## src/rtl/apb_gpio_debounce_pkg.sv

```systemverilog
// Shared definitions for the GPIO input-conditioning block: register
// word indices (PADDR[4:2]) and the index type used by the decoder.
package apb_gpio_debounce_pkg;

    typedef logic [2:0] db_reg_idx_t;

    localparam db_reg_idx_t DB_REG_DBEN    = 3'd0;  // 0x00 per-pin debounce enable
    localparam db_reg_idx_t DB_REG_PRESC   = 3'd1;  // 0x04 prescaler divide value
    localparam db_reg_idx_t DB_REG_THRESH  = 3'd2;  // 0x08 stable ticks required
    localparam db_reg_idx_t DB_REG_RAW     = 3'd3;  // 0x0C synchronised pads (RO)
    localparam db_reg_idx_t DB_REG_FILT    = 3'd4;  // 0x10 filtered level (RO)
    localparam db_reg_idx_t DB_REG_CHANGED = 3'd5;  // 0x14 sticky toggle flags (W1C)

endpackage

```

## src/rtl/gpio_debounce_cell.sv

```systemverilog
// One pin of the conditioning stage: two-flop synchroniser, stability
// counter advanced on the shared prescaler tick, filtered level and a
// one-cycle toggle pulse that trails the filtered edge by one clock.
module gpio_debounce_cell
    import apb_gpio_debounce_pkg::*;
#(
    parameter int CNT_WIDTH = 8
) (
    input  logic                 HCLK,
    input  logic                 HRESET,
    input  logic                 pad,
    input  logic                 tick,
    input  logic                 en,
    input  logic [CNT_WIDTH-1:0] thresh,
    output logic                 raw,
    output logic                 filt,
    output logic                 filt_event
);
    localparam logic [CNT_WIDTH:0] CNT_ONE = {{CNT_WIDTH{1'b0}}, 1'b1};

    logic                 sync0_reg;
    logic                 sync1_reg;
    logic                 filt_reg;
    logic                 filt_next;
    logic                 filt_d_reg;
    logic                 event_reg;
    logic [CNT_WIDTH-1:0] cnt_reg;
    logic [CNT_WIDTH-1:0] cnt_next;
    logic [CNT_WIDTH:0]   cnt_inc;
    logic [CNT_WIDTH:0]   thresh_eff;

    // One extra bit so cnt+1 never wraps before the compare; THRESH=0 acts as 1.
    assign cnt_inc    = {1'b0, cnt_reg} + CNT_ONE;
    assign thresh_eff = (thresh == '0) ? CNT_ONE : {1'b0, thresh};

    // Next filtered level and stability count.
    always_comb begin
        filt_next = filt_reg;
        cnt_next  = cnt_reg;
        if (!en) begin
            filt_next = sync1_reg;
            cnt_next  = '0;
        end else if (sync1_reg == filt_reg) begin
            cnt_next = '0;
        end else if (tick) begin
            if (cnt_inc >= thresh_eff) begin
                filt_next = sync1_reg;
                cnt_next  = '0;
            end else if (cnt_reg != '1) begin
                cnt_next = cnt_inc[CNT_WIDTH-1:0];
            end
        end
    end

    // Synchroniser, filter state and toggle pulse.
    always_ff @(posedge HCLK) begin
        if (HRESET) begin
            sync0_reg  <= 1'b0;
            sync1_reg  <= 1'b0;
            filt_reg   <= 1'b0;
            filt_d_reg <= 1'b0;
            event_reg  <= 1'b0;
            cnt_reg    <= '0;
        end else begin
            sync0_reg  <= pad;
            sync1_reg  <= sync0_reg;
            filt_reg   <= filt_next;
            filt_d_reg <= filt_reg;
            event_reg  <= filt_reg ^ filt_d_reg;
            cnt_reg    <= cnt_next;
        end
    end

    assign raw        = sync1_reg;
    assign filt       = filt_reg;
    assign filt_event = event_reg;

endmodule

```

## src/rtl/apb_gpio_debounce.sv

```systemverilog
// APB-programmable input conditioning ahead of apb_gpio: register file,
// shared prescaler tick, sticky CHANGED flags and one cell per pin.
module apb_gpio_debounce
    import apb_gpio_debounce_pkg::*;
#(
    parameter int APB_ADDR_WIDTH = 12,
    parameter int N_GPIO         = 32,
    parameter int CNT_WIDTH      = 8,
    parameter int PRESC_WIDTH    = 16
) (
    input  logic                      HCLK,
    input  logic                      HRESET,
    input  logic [APB_ADDR_WIDTH-1:0] PADDR,
    input  logic [31:0]               PWDATA,
    input  logic                      PWRITE,
    input  logic                      PSEL,
    input  logic                      PENABLE,
    output logic [31:0]               PRDATA,
    output logic                      PREADY,
    output logic                      PSLVERR,
    input  logic [N_GPIO-1:0]         pad_in,
    output logic [N_GPIO-1:0]         gpio_filt,
    output logic [N_GPIO-1:0]         filt_event
);
    localparam logic [PRESC_WIDTH-1:0] PRESC_ONE = {{(PRESC_WIDTH-1){1'b0}}, 1'b1};

    logic [N_GPIO-1:0]      dben_reg;
    logic [PRESC_WIDTH-1:0] presc_reg;
    logic [CNT_WIDTH-1:0]   thresh_reg;
    logic [N_GPIO-1:0]      changed_reg;
    logic [N_GPIO-1:0]      changed_clr;
    logic [PRESC_WIDTH-1:0] presc_cnt_reg;
    logic [N_GPIO-1:0]      raw_w;
    logic [N_GPIO-1:0]      filt_w;
    logic [N_GPIO-1:0]      event_w;
    logic                   tick;
    logic                   apb_wr;
    logic                   presc_wr;
    logic                   apb_unused;
    db_reg_idx_t            reg_idx;

    assign reg_idx     = PADDR[4:2];
    assign apb_wr      = PSEL & PENABLE & PWRITE;
    assign presc_wr    = apb_wr && (reg_idx == DB_REG_PRESC);
    assign changed_clr = (apb_wr && (reg_idx == DB_REG_CHANGED)) ? PWDATA[N_GPIO-1:0] : '0;
    assign tick        = (presc_cnt_reg == presc_reg);
    assign PREADY      = 1'b1;
    assign PSLVERR     = 1'b0;
    // Address bits outside [4:2] and data bits above each field are don't-care.
    assign apb_unused  = ^{PADDR, PWDATA};

    // Writable configuration registers.
    always_ff @(posedge HCLK) begin
        if (HRESET) begin
            dben_reg   <= '0;
            presc_reg  <= '0;
            thresh_reg <= '0;
        end else if (apb_wr) begin
            case (reg_idx)
                DB_REG_DBEN:   dben_reg   <= PWDATA[N_GPIO-1:0];
                DB_REG_PRESC:  presc_reg  <= PWDATA[PRESC_WIDTH-1:0];
                DB_REG_THRESH: thresh_reg <= PWDATA[CNT_WIDTH-1:0];
                default: ;
            endcase
        end
    end

    // Sticky toggle flags; a new event in the clearing cycle keeps the bit set.
    always_ff @(posedge HCLK) begin
        if (HRESET) begin
            changed_reg <= '0;
        end else begin
            changed_reg <= (changed_reg & ~changed_clr) | event_w;
        end
    end

    // Prescaler counts 0..PRESC; restarting it on a PRESC write gives a clean phase.
    always_ff @(posedge HCLK) begin
        if (HRESET) begin
            presc_cnt_reg <= '0;
        end else if (presc_wr || tick) begin
            presc_cnt_reg <= '0;
        end else begin
            presc_cnt_reg <= presc_cnt_reg + PRESC_ONE;
        end
    end

    // Zero-wait-state read mux driven by the address alone.
    always_comb begin
        PRDATA = '0;
        case (reg_idx)
            DB_REG_DBEN:    PRDATA = 32'(dben_reg);
            DB_REG_PRESC:   PRDATA = 32'(presc_reg);
            DB_REG_THRESH:  PRDATA = 32'(thresh_reg);
            DB_REG_RAW:     PRDATA = 32'(raw_w);
            DB_REG_FILT:    PRDATA = 32'(filt_w);
            DB_REG_CHANGED: PRDATA = 32'(changed_reg);
            default:        PRDATA = '0;
        endcase
    end

    genvar gi;
    generate
        for (gi = 0; gi < N_GPIO; gi++) begin : g_cell
            gpio_debounce_cell #(
                .CNT_WIDTH(CNT_WIDTH)
            ) u_cell (
                .HCLK      (HCLK),
                .HRESET    (HRESET),
                .pad       (pad_in[gi]),
                .tick      (tick),
                .en        (dben_reg[gi]),
                .thresh    (thresh_reg),
                .raw       (raw_w[gi]),
                .filt      (filt_w[gi]),
                .filt_event(event_w[gi])
            );
        end
    endgenerate

    assign gpio_filt  = filt_w;
    assign filt_event = event_w;

endmodule

```

## config.mk

```make
export PLATFORM = sky130hd
export DESIGN_NAME = apb_gpio_debounce
export DESIGN_NICKNAME = d
export VERILOG_FILES = /design/src/rtl/apb_gpio_debounce_pkg.sv /design/src/rtl/gpio_debounce_cell.sv /design/src/rtl/apb_gpio_debounce.sv
export SDC_FILE = /design/constraint.sdc
export NUM_CORES = 1
export LEC_CHECK = 0
export CORE_AREA = 2 2 266 268
export CTS_CLUSTER_DIAMETER = 50
export DETAILED_ROUTE_END_ITERATION = 7
export DIE_AREA = 0 0 268 270
export GPL_TIMING_DRIVEN = 0
export RECOVER_POWER = 100
export SLEW_MARGIN = 5
export SYNTH_ARGS = -nofsm -noshare
export SYNTH_HDL_FRONTEND = slang
export SYNTH_SLANG_ARGS = --single-unit
```

## constraint.sdc

```tcl
create_clock -name HCLK -period 8.1 [get_ports HCLK]
set_input_delay 1.62 -clock HCLK [delete_from_list [all_inputs] [get_ports HCLK]]
set_output_delay 1.62 -clock HCLK [all_outputs]
set_load 0.01 [all_outputs]
```

# --- Yosys cells after proc, flatten, opt, wreduce, memory -nomap -nowiden ---
# Cells that the tools add are included.
totals:
  out_inout_bits: 98
  input_bits: 81
  wordCells: 829
  ff_bits: 520
op_classes:
  n_addsub: 33
  eq_ne: 166
  magnitude_cmp: 32
  n_bitwise: 69
  n_mux: 195
  reduce_logical: 137
ops:
  columns: ["operator", "count"]
  rows:
  - ["$mux W8", 65]
  - ["$add A8 B1 Y9 const B", 32]
  - ["$ne A8 B8 Y1 const B", 32]
  - ["$ge A9 B9 Y1", 27]
  - ["$pmux W32 S6", 1]
  - ["$mux W1", 128]
  - ["$ne A2 B1 Y1 const B", 64]
  - ["$reduce_and A3 Y1", 32]
  - ["$reduce_or A3 Y1", 32]
  - ["$reduce_and A2 Y1", 35]
  - ["$ne A2 B2 Y1 const B", 32]
  - ["$reduce_bool A2 Y1", 32]
  - ["$ge A9 B8 Y1", 5]
  - ["$and A32 B32 Y32", 1]
  - ["$eq A1 B1 Y1", 32]
  - ["$mux W32", 1]
  - ["$not A1 Y1", 32]
  - ["$not A32 Y32", 1]
  - ["$or A32 B32 Y32", 1]
  - ["$xor A1 B1 Y1", 32]
  - ["$add A16 B1 Y16 const B", 1]
  - ["$eq A16 B16 Y1", 1]
  - ["$logic_not A8 Y1", 1]
  - ["$eq A3 B2 Y1 const B", 2]
  - ["7 further kinds", 10]

# --- Logic depth before layout (Yosys ltp) ---
logic_depth:
  word_depth: 7
  ltp_mapped: 14
  depth_no_buf: 12

# --- Cells and area by module ---
# A second synthesis with hierarchy kept.
unflattened:
  cells_unflattened: 4284
  area_unflattened_um2: 36715.2
by_module_without_submodules:
  columns: ["module", "cells_per_inst", "area_per_inst_um2", "seq_area_each_um2", "n_inst"]
  rows:
  - ["gpio_debounce_cell", 115, 985.9, 260.2, 32]
  - ["apb_gpio_debounce", 604, 5165.0, 2082.0, 1]

# --- Worst setup path after synthesis ---
# No wires, ideal clock.
synth_path:
  path_type: "input -> output"
  from: "in PADDR[2]"
  to: "out PRDATA[5]"
  required_ps: 6480
  slack_ps: 3338
  n_path_buf: 4
  stages: 6
  arrival_time_ps: 3142
  path_cell_list: "clkbuf_1 > buf_2 > clkbuf_1 > clkbuf_1 > a31oi_1 > o21ai_0"
synth_between:
  elab_chain_cells: 2
  word_cells_on_any_way: 7
  cone_classes: "eq/ne: 5; mux: 1; reduce/logical: 1"
synth_lines:
  columns: ["item", "line_no", "rtl"]
  rows:
  - ["start, declared", "apb_gpio_debounce.sv:13", "input logic [APB_ADDR_WIDTH-1:0] PADDR,"]
  - ["$eq A3 B3 Y1, or another cell as far along", "apb_gpio_debounce.sv:91", "case (reg_idx)"]
  - ["$pmux W32 S6 *", "apb_gpio_debounce.sv:91", null]
  - ["end, declared", "apb_gpio_debounce.sv:18", "output logic [31:0] PRDATA,"]
# Every way passes the cells marked *; elsewhere a longest branch is shown, timed or not.

# --- Worst setup path after layout ---
layout_path:
  from: "reg thresh_reg[4]"
  to: "reg g_cell[6].u_cell.filt_reg"
layout_between:
  elab_chain_cells: 5
layout_lines:
  columns: ["item", "line_no", "rtl"]
  rows:
  - ["start, declared", "apb_gpio_debounce.sv:29", "logic [CNT_WIDTH-1:0] thresh_reg;"]
  - ["start signal, assigned", "apb_gpio_debounce.sv:62", "DB_REG_THRESH: thresh_reg <= PWDATA[CNT_WIDTH-1:0];"]
  - ["$logic_not A8 Y1", "gpio_debounce_cell.sv:34", "assign thresh_eff = (thresh == '0) ? CNT_ONE : {1'b0, thresh};"]
  - ["$mux W8 *", "gpio_debounce_cell.sv:34", null]
  - ["$ge A9 B9 Y1 *", "gpio_debounce_cell.sv:46", "if (cnt_inc >= thresh_eff) begin"]
  - ["$ne A2 B1 Y1 (no source line) *", null, null]
  - ["$reduce_and A3 Y1 (no source line) *", null, null]
  - ["end signal, assigned", "gpio_debounce_cell.sv:67", "filt_reg <= filt_next;"]
  - ["end, declared", "gpio_debounce_cell.sv:23", "logic filt_reg;"]
# Marks and branches as above.
# A chain may end at the register's enable or synchronous reset.

==> metrics.yaml <==
status: "finished, violations left"
violations: "capacitance limit, slew limit"
die_w_um: 268
synthXorXnorAreaFrac_pct: 7.46
layout_common_cells: "dfxtp_1, nand2_1, a21oi_1"
die_h_um: 270
preCtsSetupSlack_ns: 1.10
setup_tns_ns: 0
drt-initial-drc-count: 3089
place_area_mm2: 0.0341
area_growth_pct: 17.3
layout.cells.non_filler: 5072
viasPerCell: 5.91
cts_tree: "done"
maxCapViolations: 3
r2r_cells: 13
synth_fa_ha_area_share_pct: 9.09
worstHoldPathCells: 1
ys_seq_area_share_pct: 33.5
worst_slack_ns: 0.402
reg2reg_to: "g_cell[6].u_cell.filt"
clock_skew_ns: 0.0278
syn-mean-instance-area_um2: 8.15
synth_edf_count: 0
async_flop_share_pct: 0
arrival_ns: 8.20
clk_latency_ns: 0.63
drive_gt1_share_pct: 6.98
utilization_pct: 52.4
dr.pass1.iters: 6
wire_per_inst_um: 23.3
min_from: "g_cell[5].u_cell.sync0_reg"
portBuffers: 166
synthFlopType: "dfxtp_1"
grt_util_all_layers_pct: 32.0
hold_viol: 0
min_period_over_period_pct: 95.0
hp-class: "register to register"
ys_types: 88
endpoint_kind: "register"
coreArea_mm2: 0.0695
vias: 30000
cts-root-buf: "clkbuf_16"
path_max_fanout: 19
largest_reg_flops: 256
synthMuxAreaShare_pct: 1.82
synth_top_family_by_area: "simple AND/OR/NAND/NOR gates"
dp_hpwl_mm: 85.0
postCtsSetupBuffers: 0
start_util_pct: 44.7
ys_warn_count: 0
synth.net_count: 4093
fp-row-count: 97
grt-ovfl-total: 0
wl_mm: 118
placedCellCount: 4928
ir_drop_v: 0.000179
worstHoldEndpoint: "g_cell[5].u_cell.raw"
clock-sinks: 520
cts_resized: 0
criticalPathCategory: "register to register"
grt_max_degree: 20
rrSetupSlack_ns: 0.40
clk_path_buf_depth: 3
hold_buffers: 0
ant_nets: 0
cp-start-kind: "register"
p_leak_uw: 0.0136
cts-buffers-inserted: 78
powerDensity_mw_per_mm2: 189
final_nets: 4345
ios: 179
required_ns: 8.60
grt_pass1_wl_mm: 175
slew-limit-headroom_pct: -19.0
clkTransAtPathRegs_ns: 0.06
syn_area_mm2: 0.0311
antenna_found_initial: 4
rsz0062_at_grt: "no"
report.final.setup_viol: 0
worst-slew-pin-transition_ns: 1.79
die-area_mm2: 0.0724
drv_slew: 37
final_common_cell: "dfxtp_1"
fin_area_mm2: 0.0365
period_needed_ns: 7.70
synth-seq-cells: 520
gp_congestion: 0.977
grt_pass1_vias: 27300
netlist_instances: 3816
timing.rr.start: "thresh_reg[4]"
synth-compound-area-share_pct: 16.8
synth_simple_gate_area_share_pct: 26.3
cts-htree-levels: 3
drcViolationCount: 0
fmax_mhz: 130
[worst max path at each step]
stage | cells past startpoint | startpoint | to
3_3_place_gp | 6 | PADDR[3] | PRDATA[22]
3_5_place_dp | 8 | PADDR[3] | PRDATA[22]
4_1_cts | 8 | PADDR[3] | PRDATA[22]
2_1_floorplan | 6 | PADDR[2] | PRDATA[5]
5_1_grt | 13 | thresh_reg[4] | g_cell[6].u_cell.filt
6_report | 13 | thresh_reg[4] | g_cell[6].u_cell.filt
[metrics by stage]
step / total power [uW] / hold slack [ns]
6_report: 6910 / 0.429
5_1_grt: 7070 / 0.427
4_1_cts: 6930 / 0.429
3_5_place_dp: 3540 / 0.420
3_3_place_gp: 3540 / 0.416
2_1_floorplan: 3060 / 0.414
[cells by family (layout without fill, tap and decap cells)]
group,count (synthesis),after routing
AOI/OAI and AO/OA,803,803
xor gates and xnor gates,265,265
adders and majority gates,233,233
buffers and inverters,315,628
DFF,520,520
muxes,50,50
other,2,5
and+or+nand+nor,1628,1628
[Yosys cell counts, drive strengths merged (21+ instances only)]
cell type,number,area (um^2)
nand3b,58,435
nor3b,33,248
dfxtp,520,10400
mux2i,34,340
nor4,36,231
a31oi,56,350
and3,56,357
a221oi,25,294
a21oi,326,1670
nand2,519,1950
nor3,64,345
nand4,83,519
or3,25,156
xor2,145,1270
o21ai,113,566
buf,125,841
nor2b,124,776
nand3,253,1290
a21o,33,248
a22oi,54,405
nand2b,43,269
a211o,44,385
a211oi,21,168
inv,67,254
maj3,37,374
clkbuf,122,460
o31ai,24,180
nor2,251,942
ha,196,2450
xnor2,120,1050
[worst max-delay path, cell delays in order, from the launching register on]
cell and delay [ns]:
dfxtp_1 0.41, clkbuf_1 0.50, clkbuf_1 0.59, nor4_1 0.62
a41o_1 0.91, clkbuf_1 1.35, ha_1 0.44, nand2b_1 0.15
a21o_1 0.18, maj3_1 0.33, a211o_1 0.32, a211oi_1 1.12
o21ai_0 0.25, mux2_1 0.37
[layout make-up]
cell class | instances | area [um^2]
Multi-Input combinational cell | 2981 | 19000
Buffer | 247 | 1240
Timing Repair Buffer | 172 | 1760
Tap cell | 940 | 1180
Clock inverter | 41 | 403
Inverter | 68 | 258
Clock buffer | 100 | 2200
Sequential cell | 520 | 10400
Fill cell | 6663 | 33100
Antenna cell | 3 | 7.51
[metal layers]
metal,vias to the layer above,global-route usage [%],part of all wire (%)
li1,14200,-,-
met1,14200,44.4,44
met2,1309,48.8,43
met3,285,4.31,7.8
met4,2,15.1,4.9
met5,-,0,0.0093
[report_power, final]
part	internal, uW	leakage [uW]	switching, uW
combinational	203	0.00807	638
clock	2060	0.00127	1350
sequential	2610	0.00421	46.9
total	4870	0.0136	2040
(Power assumes the default switching activity.)
